==> src/rtl/aes_pkg.sv <==
// rtl/aes_pkg.sv - shared constants, state type and GF(2^8) helpers for AES-128 key expansion
package aes_pkg;

    localparam int NUM_ROUNDS = 10;
    localparam int KEY_W      = 128;

    // Round constants for rounds 1..10; the sequencer starts from RCON[0] and walks it with xtime
    localparam logic [7:0] RCON [NUM_ROUNDS] = '{
        8'h01, 8'h02, 8'h04, 8'h08, 8'h10, 8'h20, 8'h40, 8'h80, 8'h1b, 8'h36
    };

    typedef enum logic [1:0] {
        IDLE,
        EXPAND,
        READY
    } state_e;

    // Forward S-box, entry 0 in the most significant byte
    localparam logic [2047:0] SBOX_TBL = {
        8'h63, 8'h7c, 8'h77, 8'h7b, 8'hf2, 8'h6b, 8'h6f, 8'hc5, 8'h30, 8'h01, 8'h67, 8'h2b, 8'hfe, 8'hd7, 8'hab, 8'h76,
        8'hca, 8'h82, 8'hc9, 8'h7d, 8'hfa, 8'h59, 8'h47, 8'hf0, 8'had, 8'hd4, 8'ha2, 8'haf, 8'h9c, 8'ha4, 8'h72, 8'hc0,
        8'hb7, 8'hfd, 8'h93, 8'h26, 8'h36, 8'h3f, 8'hf7, 8'hcc, 8'h34, 8'ha5, 8'he5, 8'hf1, 8'h71, 8'hd8, 8'h31, 8'h15,
        8'h04, 8'hc7, 8'h23, 8'hc3, 8'h18, 8'h96, 8'h05, 8'h9a, 8'h07, 8'h12, 8'h80, 8'he2, 8'heb, 8'h27, 8'hb2, 8'h75,
        8'h09, 8'h83, 8'h2c, 8'h1a, 8'h1b, 8'h6e, 8'h5a, 8'ha0, 8'h52, 8'h3b, 8'hd6, 8'hb3, 8'h29, 8'he3, 8'h2f, 8'h84,
        8'h53, 8'hd1, 8'h00, 8'hed, 8'h20, 8'hfc, 8'hb1, 8'h5b, 8'h6a, 8'hcb, 8'hbe, 8'h39, 8'h4a, 8'h4c, 8'h58, 8'hcf,
        8'hd0, 8'hef, 8'haa, 8'hfb, 8'h43, 8'h4d, 8'h33, 8'h85, 8'h45, 8'hf9, 8'h02, 8'h7f, 8'h50, 8'h3c, 8'h9f, 8'ha8,
        8'h51, 8'ha3, 8'h40, 8'h8f, 8'h92, 8'h9d, 8'h38, 8'hf5, 8'hbc, 8'hb6, 8'hda, 8'h21, 8'h10, 8'hff, 8'hf3, 8'hd2,
        8'hcd, 8'h0c, 8'h13, 8'hec, 8'h5f, 8'h97, 8'h44, 8'h17, 8'hc4, 8'ha7, 8'h7e, 8'h3d, 8'h64, 8'h5d, 8'h19, 8'h73,
        8'h60, 8'h81, 8'h4f, 8'hdc, 8'h22, 8'h2a, 8'h90, 8'h88, 8'h46, 8'hee, 8'hb8, 8'h14, 8'hde, 8'h5e, 8'h0b, 8'hdb,
        8'he0, 8'h32, 8'h3a, 8'h0a, 8'h49, 8'h06, 8'h24, 8'h5c, 8'hc2, 8'hd3, 8'hac, 8'h62, 8'h91, 8'h95, 8'he4, 8'h79,
        8'he7, 8'hc8, 8'h37, 8'h6d, 8'h8d, 8'hd5, 8'h4e, 8'ha9, 8'h6c, 8'h56, 8'hf4, 8'hea, 8'h65, 8'h7a, 8'hae, 8'h08,
        8'hba, 8'h78, 8'h25, 8'h2e, 8'h1c, 8'ha6, 8'hb4, 8'hc6, 8'he8, 8'hdd, 8'h74, 8'h1f, 8'h4b, 8'hbd, 8'h8b, 8'h8a,
        8'h70, 8'h3e, 8'hb5, 8'h66, 8'h48, 8'h03, 8'hf6, 8'h0e, 8'h61, 8'h35, 8'h57, 8'hb9, 8'h86, 8'hc1, 8'h1d, 8'h9e,
        8'he1, 8'hf8, 8'h98, 8'h11, 8'h69, 8'hd9, 8'h8e, 8'h94, 8'h9b, 8'h1e, 8'h87, 8'he9, 8'hce, 8'h55, 8'h28, 8'hdf,
        8'h8c, 8'ha1, 8'h89, 8'h0d, 8'hbf, 8'he6, 8'h42, 8'h68, 8'h41, 8'h99, 8'h2d, 8'h0f, 8'hb0, 8'h54, 8'hbb, 8'h16
    };

    // Entry x sits (255-x) bytes up from bit 0, and 255-x is simply ~x for a byte
    function automatic logic [7:0] sbox(input logic [7:0] x);
        return SBOX_TBL[{~x, 3'b000} +: 8];
    endfunction

    // Multiply by x in GF(2^8) modulo x^8+x^4+x^3+x+1
    function automatic logic [7:0] xtime(input logic [7:0] b);
        return {b[6:0], 1'b0} ^ (b[7] ? 8'h1b : 8'h00);
    endfunction

endpackage

==> src/rtl/aes_key_sched_ctrl_if.sv <==
// rtl/aes_key_sched_ctrl_if.sv - host key-load and round-key read port bundle
interface aes_key_sched_ctrl_if;

    logic                        key_load;
    logic [aes_pkg::KEY_W-1:0]   key_in;
    logic                        busy;
    logic                        keys_ready;
    logic                        load_err;
    logic                        rd_req;
    logic [3:0]                  rd_round;
    logic                        rd_ready;
    logic                        rd_valid;
    logic [aes_pkg::KEY_W-1:0]   rd_key;
    logic                        rd_err;

    modport master (
        output key_load, key_in, rd_req, rd_round,
        input  busy, keys_ready, load_err, rd_ready, rd_valid, rd_key, rd_err
    );

    modport slave (
        input  key_load, key_in, rd_req, rd_round,
        output busy, keys_ready, load_err, rd_ready, rd_valid, rd_key, rd_err
    );

endinterface

==> src/rtl/aes_key_round.sv <==
// rtl/aes_key_round.sv - one combinational AES-128 key-expansion step
module aes_key_round
    import aes_pkg::*;
(
    input  logic [KEY_W-1:0] w_i,
    input  logic [7:0]       rc_i,
    output logic [KEY_W-1:0] w_o
);

    logic [31:0] w0, w1, w2, w3;
    logic [31:0] t;
    logic [31:0] n0, n1, n2, n3;

    assign w0 = w_i[127:96];
    assign w1 = w_i[95:64];
    assign w2 = w_i[63:32];
    assign w3 = w_i[31:0];

    // SubWord(RotWord(w3)) with the round constant folded into the top byte
    assign t = {sbox(w3[23:16]), sbox(w3[15:8]), sbox(w3[7:0]), sbox(w3[31:24])} ^ {rc_i, 24'h0};

    // Each new word chains off the previous new word
    assign n0 = w0 ^ t;
    assign n1 = w1 ^ n0;
    assign n2 = w2 ^ n1;
    assign n3 = w3 ^ n2;

    assign w_o = {n0, n1, n2, n3};

endmodule

==> src/rtl/aes_key_sched_ctrl.sv <==
// rtl/aes_key_sched_ctrl.sv - AES-128 key expansion sequencer with round-key file and read port
module aes_key_sched_ctrl
    import aes_pkg::*;
(
    input  logic                 clk,
    input  logic                 reset,
    aes_key_sched_ctrl_if.slave  bus
);

    localparam logic [3:0] LAST_ROUND = 4'(NUM_ROUNDS);

    state_e             state_q, state_d;
    logic [3:0]         cnt_q;
    logic [3:0]         wr_cnt_q;
    logic [7:0]         rcon_q;
    logic [KEY_W-1:0]   work_q;
    logic [KEY_W-1:0]   step_key;
    logic [KEY_W-1:0]   key_file [NUM_ROUNDS+1];

    logic               load_acc;
    logic               expanding;
    logic               rd_oob;
    logic               rd_hit;

    logic               load_err_q;
    logic               rd_valid_q;
    logic               rd_err_q;
    logic [KEY_W-1:0]   rd_key_q;

    aes_key_round u_round (
        .w_i  (work_q),
        .rc_i (rcon_q),
        .w_o  (step_key)
    );

    // Next state plus the load-accept / expand-step strobes
    always_comb begin
        state_d   = state_q;
        load_acc  = 1'b0;
        expanding = 1'b0;
        case (state_q)
            IDLE, READY: begin
                if (bus.key_load) begin
                    load_acc = 1'b1;
                    state_d  = EXPAND;
                end
            end
            EXPAND: begin
                expanding = 1'b1;
                if (cnt_q == LAST_ROUND) begin
                    state_d = READY;
                end
            end
            default: state_d = IDLE;
        endcase
    end

    // FSM state register
    always_ff @(posedge clk or posedge reset) begin
        if (reset) begin
            state_q <= IDLE;
        end else begin
            state_q <= state_d;
        end
    end

    // Round counter, round constant, written-count and dropped-load flag
    always_ff @(posedge clk or posedge reset) begin
        if (reset) begin
            cnt_q      <= 4'd0;
            rcon_q     <= RCON[0];
            wr_cnt_q   <= 4'd0;
            load_err_q <= 1'b0;
        end else begin
            load_err_q <= expanding & bus.key_load;
            if (load_acc) begin
                cnt_q    <= 4'd1;
                rcon_q   <= RCON[0];
                wr_cnt_q <= 4'd1;
            end else if (expanding) begin
                cnt_q    <= cnt_q + 4'd1;
                rcon_q   <= xtime(rcon_q);
                wr_cnt_q <= wr_cnt_q + 4'd1;
            end
        end
    end

    // Key file and work register; contents are gated by wr_cnt_q, so no reset is needed
    always_ff @(posedge clk) begin
        if (load_acc) begin
            key_file[0] <= bus.key_in;
            work_q      <= bus.key_in;
        end else if (expanding) begin
            key_file[cnt_q] <= step_key;
            work_q          <= step_key;
        end
    end

    // A read is taken when the round is already written or out of range, unless a load claims the cycle
    assign rd_oob       = bus.rd_round > LAST_ROUND;
    assign rd_hit       = bus.rd_round < wr_cnt_q;
    assign bus.rd_ready = bus.rd_req & ~load_acc & (rd_oob | rd_hit);

    // Registered read response; rd_key holds between reads
    always_ff @(posedge clk or posedge reset) begin
        if (reset) begin
            rd_valid_q <= 1'b0;
            rd_err_q   <= 1'b0;
            rd_key_q   <= '0;
        end else begin
            rd_valid_q <= bus.rd_ready;
            if (bus.rd_ready) begin
                rd_err_q <= rd_oob;
                rd_key_q <= rd_oob ? '0 : key_file[bus.rd_round];
            end else begin
                rd_err_q <= 1'b0;
            end
        end
    end

    assign bus.busy       = (state_q == EXPAND);
    assign bus.keys_ready = (state_q == READY);
    assign bus.load_err   = load_err_q;
    assign bus.rd_valid   = rd_valid_q;
    assign bus.rd_err     = rd_err_q;
    assign bus.rd_key     = rd_key_q;

endmodule
==> src/flat_wrapper.sv <==
// flat-port wrapper written by rule: the top's interface ports become plain ports
module aes_key_sched_ctrl_flat import aes_pkg::*;
  (clk, reset, bus_key_load, bus_key_in, bus_rd_req, bus_rd_round, bus_busy, bus_keys_ready, bus_load_err, bus_rd_ready, bus_rd_valid, bus_rd_key, bus_rd_err);
  aes_key_sched_ctrl_if bus_i ();
  input  logic clk;
  input  logic reset;
  input wire logic [$bits(bus_i.key_load)-1:0] bus_key_load;
  input wire logic [$bits(bus_i.key_in)-1:0] bus_key_in;
  input wire logic [$bits(bus_i.rd_req)-1:0] bus_rd_req;
  input wire logic [$bits(bus_i.rd_round)-1:0] bus_rd_round;
  output wire logic [$bits(bus_i.busy)-1:0] bus_busy;
  output wire logic [$bits(bus_i.keys_ready)-1:0] bus_keys_ready;
  output wire logic [$bits(bus_i.load_err)-1:0] bus_load_err;
  output wire logic [$bits(bus_i.rd_ready)-1:0] bus_rd_ready;
  output wire logic [$bits(bus_i.rd_valid)-1:0] bus_rd_valid;
  output wire logic [$bits(bus_i.rd_key)-1:0] bus_rd_key;
  output wire logic [$bits(bus_i.rd_err)-1:0] bus_rd_err;
  assign bus_i.key_load = bus_key_load;
  assign bus_i.key_in = bus_key_in;
  assign bus_i.rd_req = bus_rd_req;
  assign bus_i.rd_round = bus_rd_round;
  assign bus_busy = bus_i.busy;
  assign bus_keys_ready = bus_i.keys_ready;
  assign bus_load_err = bus_i.load_err;
  assign bus_rd_ready = bus_i.rd_ready;
  assign bus_rd_valid = bus_i.rd_valid;
  assign bus_rd_key = bus_i.rd_key;
  assign bus_rd_err = bus_i.rd_err;
  aes_key_sched_ctrl u_core (.clk(clk), .reset(reset), .bus(bus_i));
endmodule
==> config.mk <==
export PLATFORM = sky130hd
export DESIGN_NAME = aes_key_sched_ctrl_flat
export DESIGN_NICKNAME = d
export VERILOG_FILES = /design/src/rtl/aes_pkg.sv /design/src/rtl/aes_key_sched_ctrl_if.sv /design/src/rtl/aes_key_round.sv /design/src/rtl/aes_key_sched_ctrl.sv /design/src/flat_wrapper.sv
export SDC_FILE = /design/constraint.sdc
export NUM_CORES = 2
export LEC_CHECK = 0
export CAP_MARGIN = 20
export CORE_MARGIN = 5
export CORE_UTILIZATION = 40
export CTS_CLUSTER_DIAMETER = 150
export DETAILED_ROUTE_END_ITERATION = 8
export PLACE_DENSITY_LB_ADDON = 0.3
export SYNTH_ARGS = -nofsm -noshare
export SYNTH_HDL_FRONTEND = slang
export SYNTH_SLANG_ARGS = --single-unit
==> constraint.sdc <==
create_clock -name clk -period 12.3 [get_ports clk]
set_clock_uncertainty 0.2 [all_clocks]
set_input_delay 1.23 -clock clk [delete_from_list [all_inputs] [get_ports clk]]
set_output_delay 1.23 -clock clk [all_outputs]
set_load 0.05 [all_outputs]
* Yosys cells after proc, flatten, opt, wreduce, memory -nomap -nowiden *
Memory sizes are Yosys's and may differ from the RTL's.
Cells that the tools add are included.

word-level totals
  register bits after elaboration = 277
  memory bits (writable) = 1,408
  input bits = 136
  output and inout bits = 134
  word-level logic and storage cells = 68
  memories kept = 1

operators by class
  add/subtract/negate cells = 2
  order comparisons = 2
  equality and inequality tests = 5
  shifts and indexed selects = 4
  muxes and demuxes = 25
  bitwise logic cells = 15
  reductions and logical operators = 5

memory list
  name             words  bits a word  read ports  clocked after memory_dff  wr ports  line                      text
  u_core.key_file  11     128          1           0                         1         aes_key_sched_ctrl.sv:18  logic [KEY_W-1:0] key_file [NUM_ROUNDS+1];

operators with widths
  kind                                                                              number
  2048-bit by 12-bit variable part select with 8-bit output (first input constant)  4
  128-bit 2-to-1 mux                                                                4
  32-bit XOR                                                                        5
  128-bit OR reduction                                                              1
  8-bit inverter                                                                    4
  4-bit 2-to-1 mux                                                                  5
  8-bit 2-to-1 mux                                                                  2
  1-bit 2-to-1 mux                                                                  10
  4-bit by 1-bit adder with 4-bit output (second input constant)                    2
  8-bit XOR                                                                         1
  5-bit 2-to-1 mux                                                                  1
  4-bit equality test (second input constant)                                       1
  4-bit > comparator (second input constant)                                        1
  4-bit < comparator                                                                1
  2-bit 2-to-1 mux                                                                  2
  2-bit case mux with 2 select lines                                                1
  1-bit bitwise AND                                                                 3
  2-bit by 1-bit equality test with 1-bit output (second input constant)            1
  2-bit equality test (second input constant)                                       1
  2-bit logical NOT                                                                 1
  2-bit by 1-bit != test with 1-bit output (second input constant)                  1
  2-bit != test (second input constant)                                             1
  2-bit AND reduction                                                               1
  2-bit nonzero test                                                                1
  3 further kinds                                                                   3

* Depth between registers and ports, before layout *
  depth in word-level cells = 9
  depth in mapped cells = 16
  depth with buffers taken out = 11

* Hierarchy *
From an unflattened synthesis, not the netlist that was laid out.

second synthesis, totals
  cell total of the unflattened synthesis = 6,107
  area, all modules = 81,662.1 um^2

modules (own cells, without submodules)
  module              times used  cells each  area an instance (um^2)  sequential area each (um^2)
  aes_key_sched_ctrl  1           3,788       65,477.8                 49,854.1
  aes_key_round       1           2,319       16,184.3                 0.0

* Worst setup path before layout *
Ideal clock, no wire load.

  path kind = register to register
  start = reg u_core.state_q[1]
  end = mem u_core.key_file[0][0] (enable)
  setup time = 0.804 ns
  arrival time = 10.682 ns
  required time = 11.296 ns
  path slack = 0.614 ns
  stages on the path, launching flop included = 6
  path buffers = 2
  clock period less this slack = 11.686 ns
  cells stage by stage = dfrtp_1 > nand2b_1 > clkbuf_1 > clkbuf_1 > or3_1 > o31ai_1

between the ends
  longest elaborated chain between the ends = 7
  elaborated cells on any way between the ends = 14
  those cells by class = 2 x eq/ne; 9 x mux; 3 x reduce/logical

ends and longest elaborated chain
  element                                                                       line                                                text
  start, declared                                                               aes_key_sched_ctrl.sv:12                            state_e state_q, state_d;
  start signal, assigned                                                        aes_key_sched_ctrl.sv:63                            state_q <= state_d;
  2-bit by 1-bit equality test with 1-bit output, or another cell as far along  aes_key_sched_ctrl.sv:41                            case (state_q)
  1-bit 2-to-1 mux / 2-bit OR reduction (equally long branches)                 aes_key_sched_ctrl.sv:41
  1-bit 2-to-1 mux (on tied branches)                                           aes_key_sched_ctrl.sv:93, aes_key_sched_ctrl.sv:41
  1-bit 2-to-1 mux                                                              aes_key_sched_ctrl.sv:90                            if (load_acc) begin
  1-bit 2-to-1 mux (not written as such)                                        aes_key_sched_ctrl.sv:94                            key_file[cnt_q] <= step_key;
  128-bit OR reduction (no line)                                                n/a
  4-bit 2-to-1 mux (no line) / 1-bit 2-to-1 mux (equally long branches)         n/a
  end, declared                                                                 aes_key_sched_ctrl.sv:18

Several ways; a longest one is shown, not always the timed one.

* Worst setup path after layout *
  start = reg u_core.work_q[24]
  end = mem u_core.key_file[2][6] (data pin)

between the ends
  longest elaborated chain between the ends = 8

ends and longest elaborated chain
  element                                                    line                      text
  start, declared                                            aes_key_sched_ctrl.sv:16  logic [KEY_W-1:0] work_q;
  start signal, assigned                                     aes_key_sched_ctrl.sv:92  work_q <= bus.key_in;
  start signal, assigned                                     aes_key_sched_ctrl.sv:95  work_q <= step_key;
  8-bit inverter                                             aes_pkg.sv:40             return SBOX_TBL[{~x, 3'b000} +: 8];
  2048-bit by 12-bit variable part select with 8-bit output  aes_pkg.sv:40
  32-bit XOR                                                 aes_key_round.sv:20       assign t = {sbox(w3[23:16]), sbox(w3[15:8]), sbox(w3[7:0]), sbox(w3[31:24])} ^ {rc_i, 24'h0};
  32-bit XOR                                                 aes_key_round.sv:23       assign n0 = w0 ^ t;
  32-bit XOR                                                 aes_key_round.sv:24       assign n1 = w1 ^ n0;
  32-bit XOR                                                 aes_key_round.sv:25       assign n2 = w2 ^ n1;
  32-bit XOR                                                 aes_key_round.sv:26       assign n3 = w3 ^ n2;
  128-bit 2-to-1 mux (no line)                               n/a

No other way between the ends.

==> results.yml <==
flow_run:
  max_cap_viol_count: 0
floorplanning:
  core_area_sq_um: 202000
  die_w_microns: 461
  start_util_pct: 40.2
  rows: 165
  ios: 270
  dieArea_sq_um: 212000
  die_h_microns: 461
detailed_routing:
  via_per_inst: 6.19
  antenna_left: 0
  dr.first_iter.drc_count: 6954
  dr.pass1.iters: 7
  vias: 56100
  route.detailed.drc: 0
  routed_wl_microns: 281000
  drt-wirelength-per-cell_microns: 31.0
cells_and_area:
  fin_cells: 9060
  drive_gt1_share_pct: 12.9
  final_common_cell: "edfxtp_1"
  multi_input_comb_area_sq_um: 29200
  nets: 6450
  layout_common_cells: "edfxtp_1 (1536), nand2_1 (622), o21ai_0 (558)"
  regArea_sq_um: 49900
  area_growth_pct: 13.8
  fill_cells: 17700
  final_area_sq_um: 92400
sta:
  post-route-min-period_ns: 6.76
  timing.slew.headroom_pct: 24.9
  fmax_ghz: 0.148
  rsz0062_at_grt: "false"
  setup_tns_ns: 0
  hold_viol: 0
  fin_crit_sh_pct: 54.9
  worst-slew-pin-transition_ns: 1.12
  setup_viol: 0
  drv_slew: 0
global_routing:
  busiest_layer: "met2"
  grt_max_degree: 181
  grtUsageMet3_pct: 3.65
  antenna_found_initial: 14
  gr-total-overflow: 0
  grt_pass1_vias: 53200
  grt_first_pass_wirelength_microns: 398000
  grtUsageMet1_pct: 35.7
  track_usage_pct: 25.8
  use_met2_pct: 40.2
synthesis:
  syn_avg_cell_area_sq_um: 13.3
  synth_top_area_share_pct: 56.8
  synthArstFlopShare_pct: 8.84
  yosys_warnings: 0
  yosys.area.top_type: "edfxtp_1"
  synth_cells: 6114
  synth_area_leaders: "edfxtp_1 (57%), mux4_2 (7.8%), dfrtp_1 (4.6%)"
  yosysSeqAreaShare_pct: 61.4
  netlist_area_sq_um: 81200
  yosysUniqueCellTypes: 96
  synth_edf_count: 1536
  ys_ff_latch: 1685
  synth_nets: 6316
  synth_ff_type: "edfxtp_1"
clocking:
  path_clk_slew_ns: 0.06
  cts_root_buf: "clkbuf_16"
  clk_latency_ns: 0.81
  htree_levels: 4
  numCtsBuffers: 160
  cts_tree: "done"
  postCtsSetupRepairBufs: 0
  clk_path_buf_depth: 3
  cts_sinks: 1685
  cts_resized: 0
  postCtsHoldBufs: 0
placement:
  hpwlAfterDp_microns: 178000
  io_buffers: 269
  dpl-instance-area_sq_um: 87000
  dp_cells: 8726
  gp_congestion: 0.979
worst_setup_path:
  cp_max_fo: 33
  worstSetupPathType: "reg -> reg"
  ff2ff_path_depth: 12
  worst_setup_path_start_kind: "flip-flop"
  path_cells: "buf_4, clkinv_1, ha_1, and2_0, nor2_1, a221oi_1, a211oi_1, o32ai_1, xnor2_1, xnor2_1, xnor2_1, o21ai_0"
  cp.arrival_ns: 7.00
  crit_required_ns: 12.55
  cp-end-kind: "flip-flop"
  path_common_cell: "xnor2_1"
  critPathMaxStageDelay_ns: 1.06
  critPathSlowestCell: "ha_1"
run_status:
  outcome: "finished clean"
hold_path:
  min_path_type: "reg -> reg"
  hold_depth: 2
[critical path, delay by kind of cell, from the launching register on]
kind	cells	cell delay (ns)
xor gates and xnor gates	3	1.19
adders and majority gates	1	1.06
and+or+nand+nor	2	0.52
DFF	1	0.32
AOI/OAI and AO/OA	4	2.15
buffers and inverters	2	0.94
[logic make-up after synthesis]
logic type	count (synthesis)	synth area share, %
flops	1685	61.4
compound gates	1540	12.4
simple gates	1459	8.38
mux	602	11.8
buf+inv	584	2.85
xor+xnor	178	2.20
fa+ha+maj	66	1.02
[cells in the mapped netlist, types with 41 or more instances]
master and instances:
a211oi_1 48, a21oi_1 230, a22o_1 122, a31oi_1 58, buf_1 90, buf_2 75
clkbuf_1 351, dfrtp_1 148, edfxtp_1 1536, ha_1 66, inv_1 50, mux2i_1 301
mux4_2 281, nand2_1 622, nand2b_1 101, nand3_1 99, nor2_1 253, nor2b_1 108
nor3_1 90, o211ai_1 43, o21ai_0 586, o311ai_0 41, xnor2_1 97, xor2_1 64
[path summary, 6_finish.rpt]
kind / start / endpoint / slack, ns
setup reg to reg: u_core.work_q[24] / u_core.key_file[2][6] / 5.54
hold / removal: u_core.bus.rd_key[110] / u_core.bus.rd_key[110] / 0.28
min in group asynchronous: reset / u_core.bus.rd_key[62] / 0.81
hold reg to reg: u_core.bus.rd_key[110] / u_core.bus.rd_key[110] / 0.28
setup / recovery: u_core.work_q[24] / u_core.key_file[2][6] / 5.54
max in group asynchronous: reset / u_core.bus.rd_key[16] / 9.77
[cell type report]
cell class	count	share of cell area, %
diodes	7	0.0189
clock buffers	209	4.78
clock inverters	86	0.834
inverters	62	0.265
multi-input cells	3845	31.6
flip-flops and latches	1685	53.9
well taps	2672	3.62
repair buffers	494	4.98
[routing by layer]
layer / share of wire [%] / vias up
met3: 7.7 / 576
met4: 5.6 / 2
met5: 0.0046 / -
met1: 41 / 28600
met2: 46 / 2975
li1: - / 24000
[state kept, by name, indices dropped and copies added, names as in the netlist]
name                 flops
u_core.bus.load_err      1
u_core.bus.rd_valid      1
u_core.state_q           2
u_core.wr_cnt_q          4
u_core.cnt_q             4
u_core.bus.rd_err        1
u_core.rcon_q            8
u_core.work_q          128
u_core.key_file       1408
u_core.bus.rd_key      128
[metrics by stage]
| stage | util (%) | hold WS, ns | setup slack [ns] |
|---|---|---|---|
| finish | 45.7 | 0.282 | 5.54 |
| global route | 45.7 | 0.304 | 5.28 |
| CTS | 45.6 | 0.293 | 5.69 |
| detailed placement | 43.0 | 0.278 | 5.70 |
| global placement | 43.0 | 0.272 | 5.78 |
| floorplan | - | 0.288 | 0.614 |
Power is left out: the tool's default activity adds up to more than one toggle a clock period on the data nets, which glitch-free logic cannot reach.
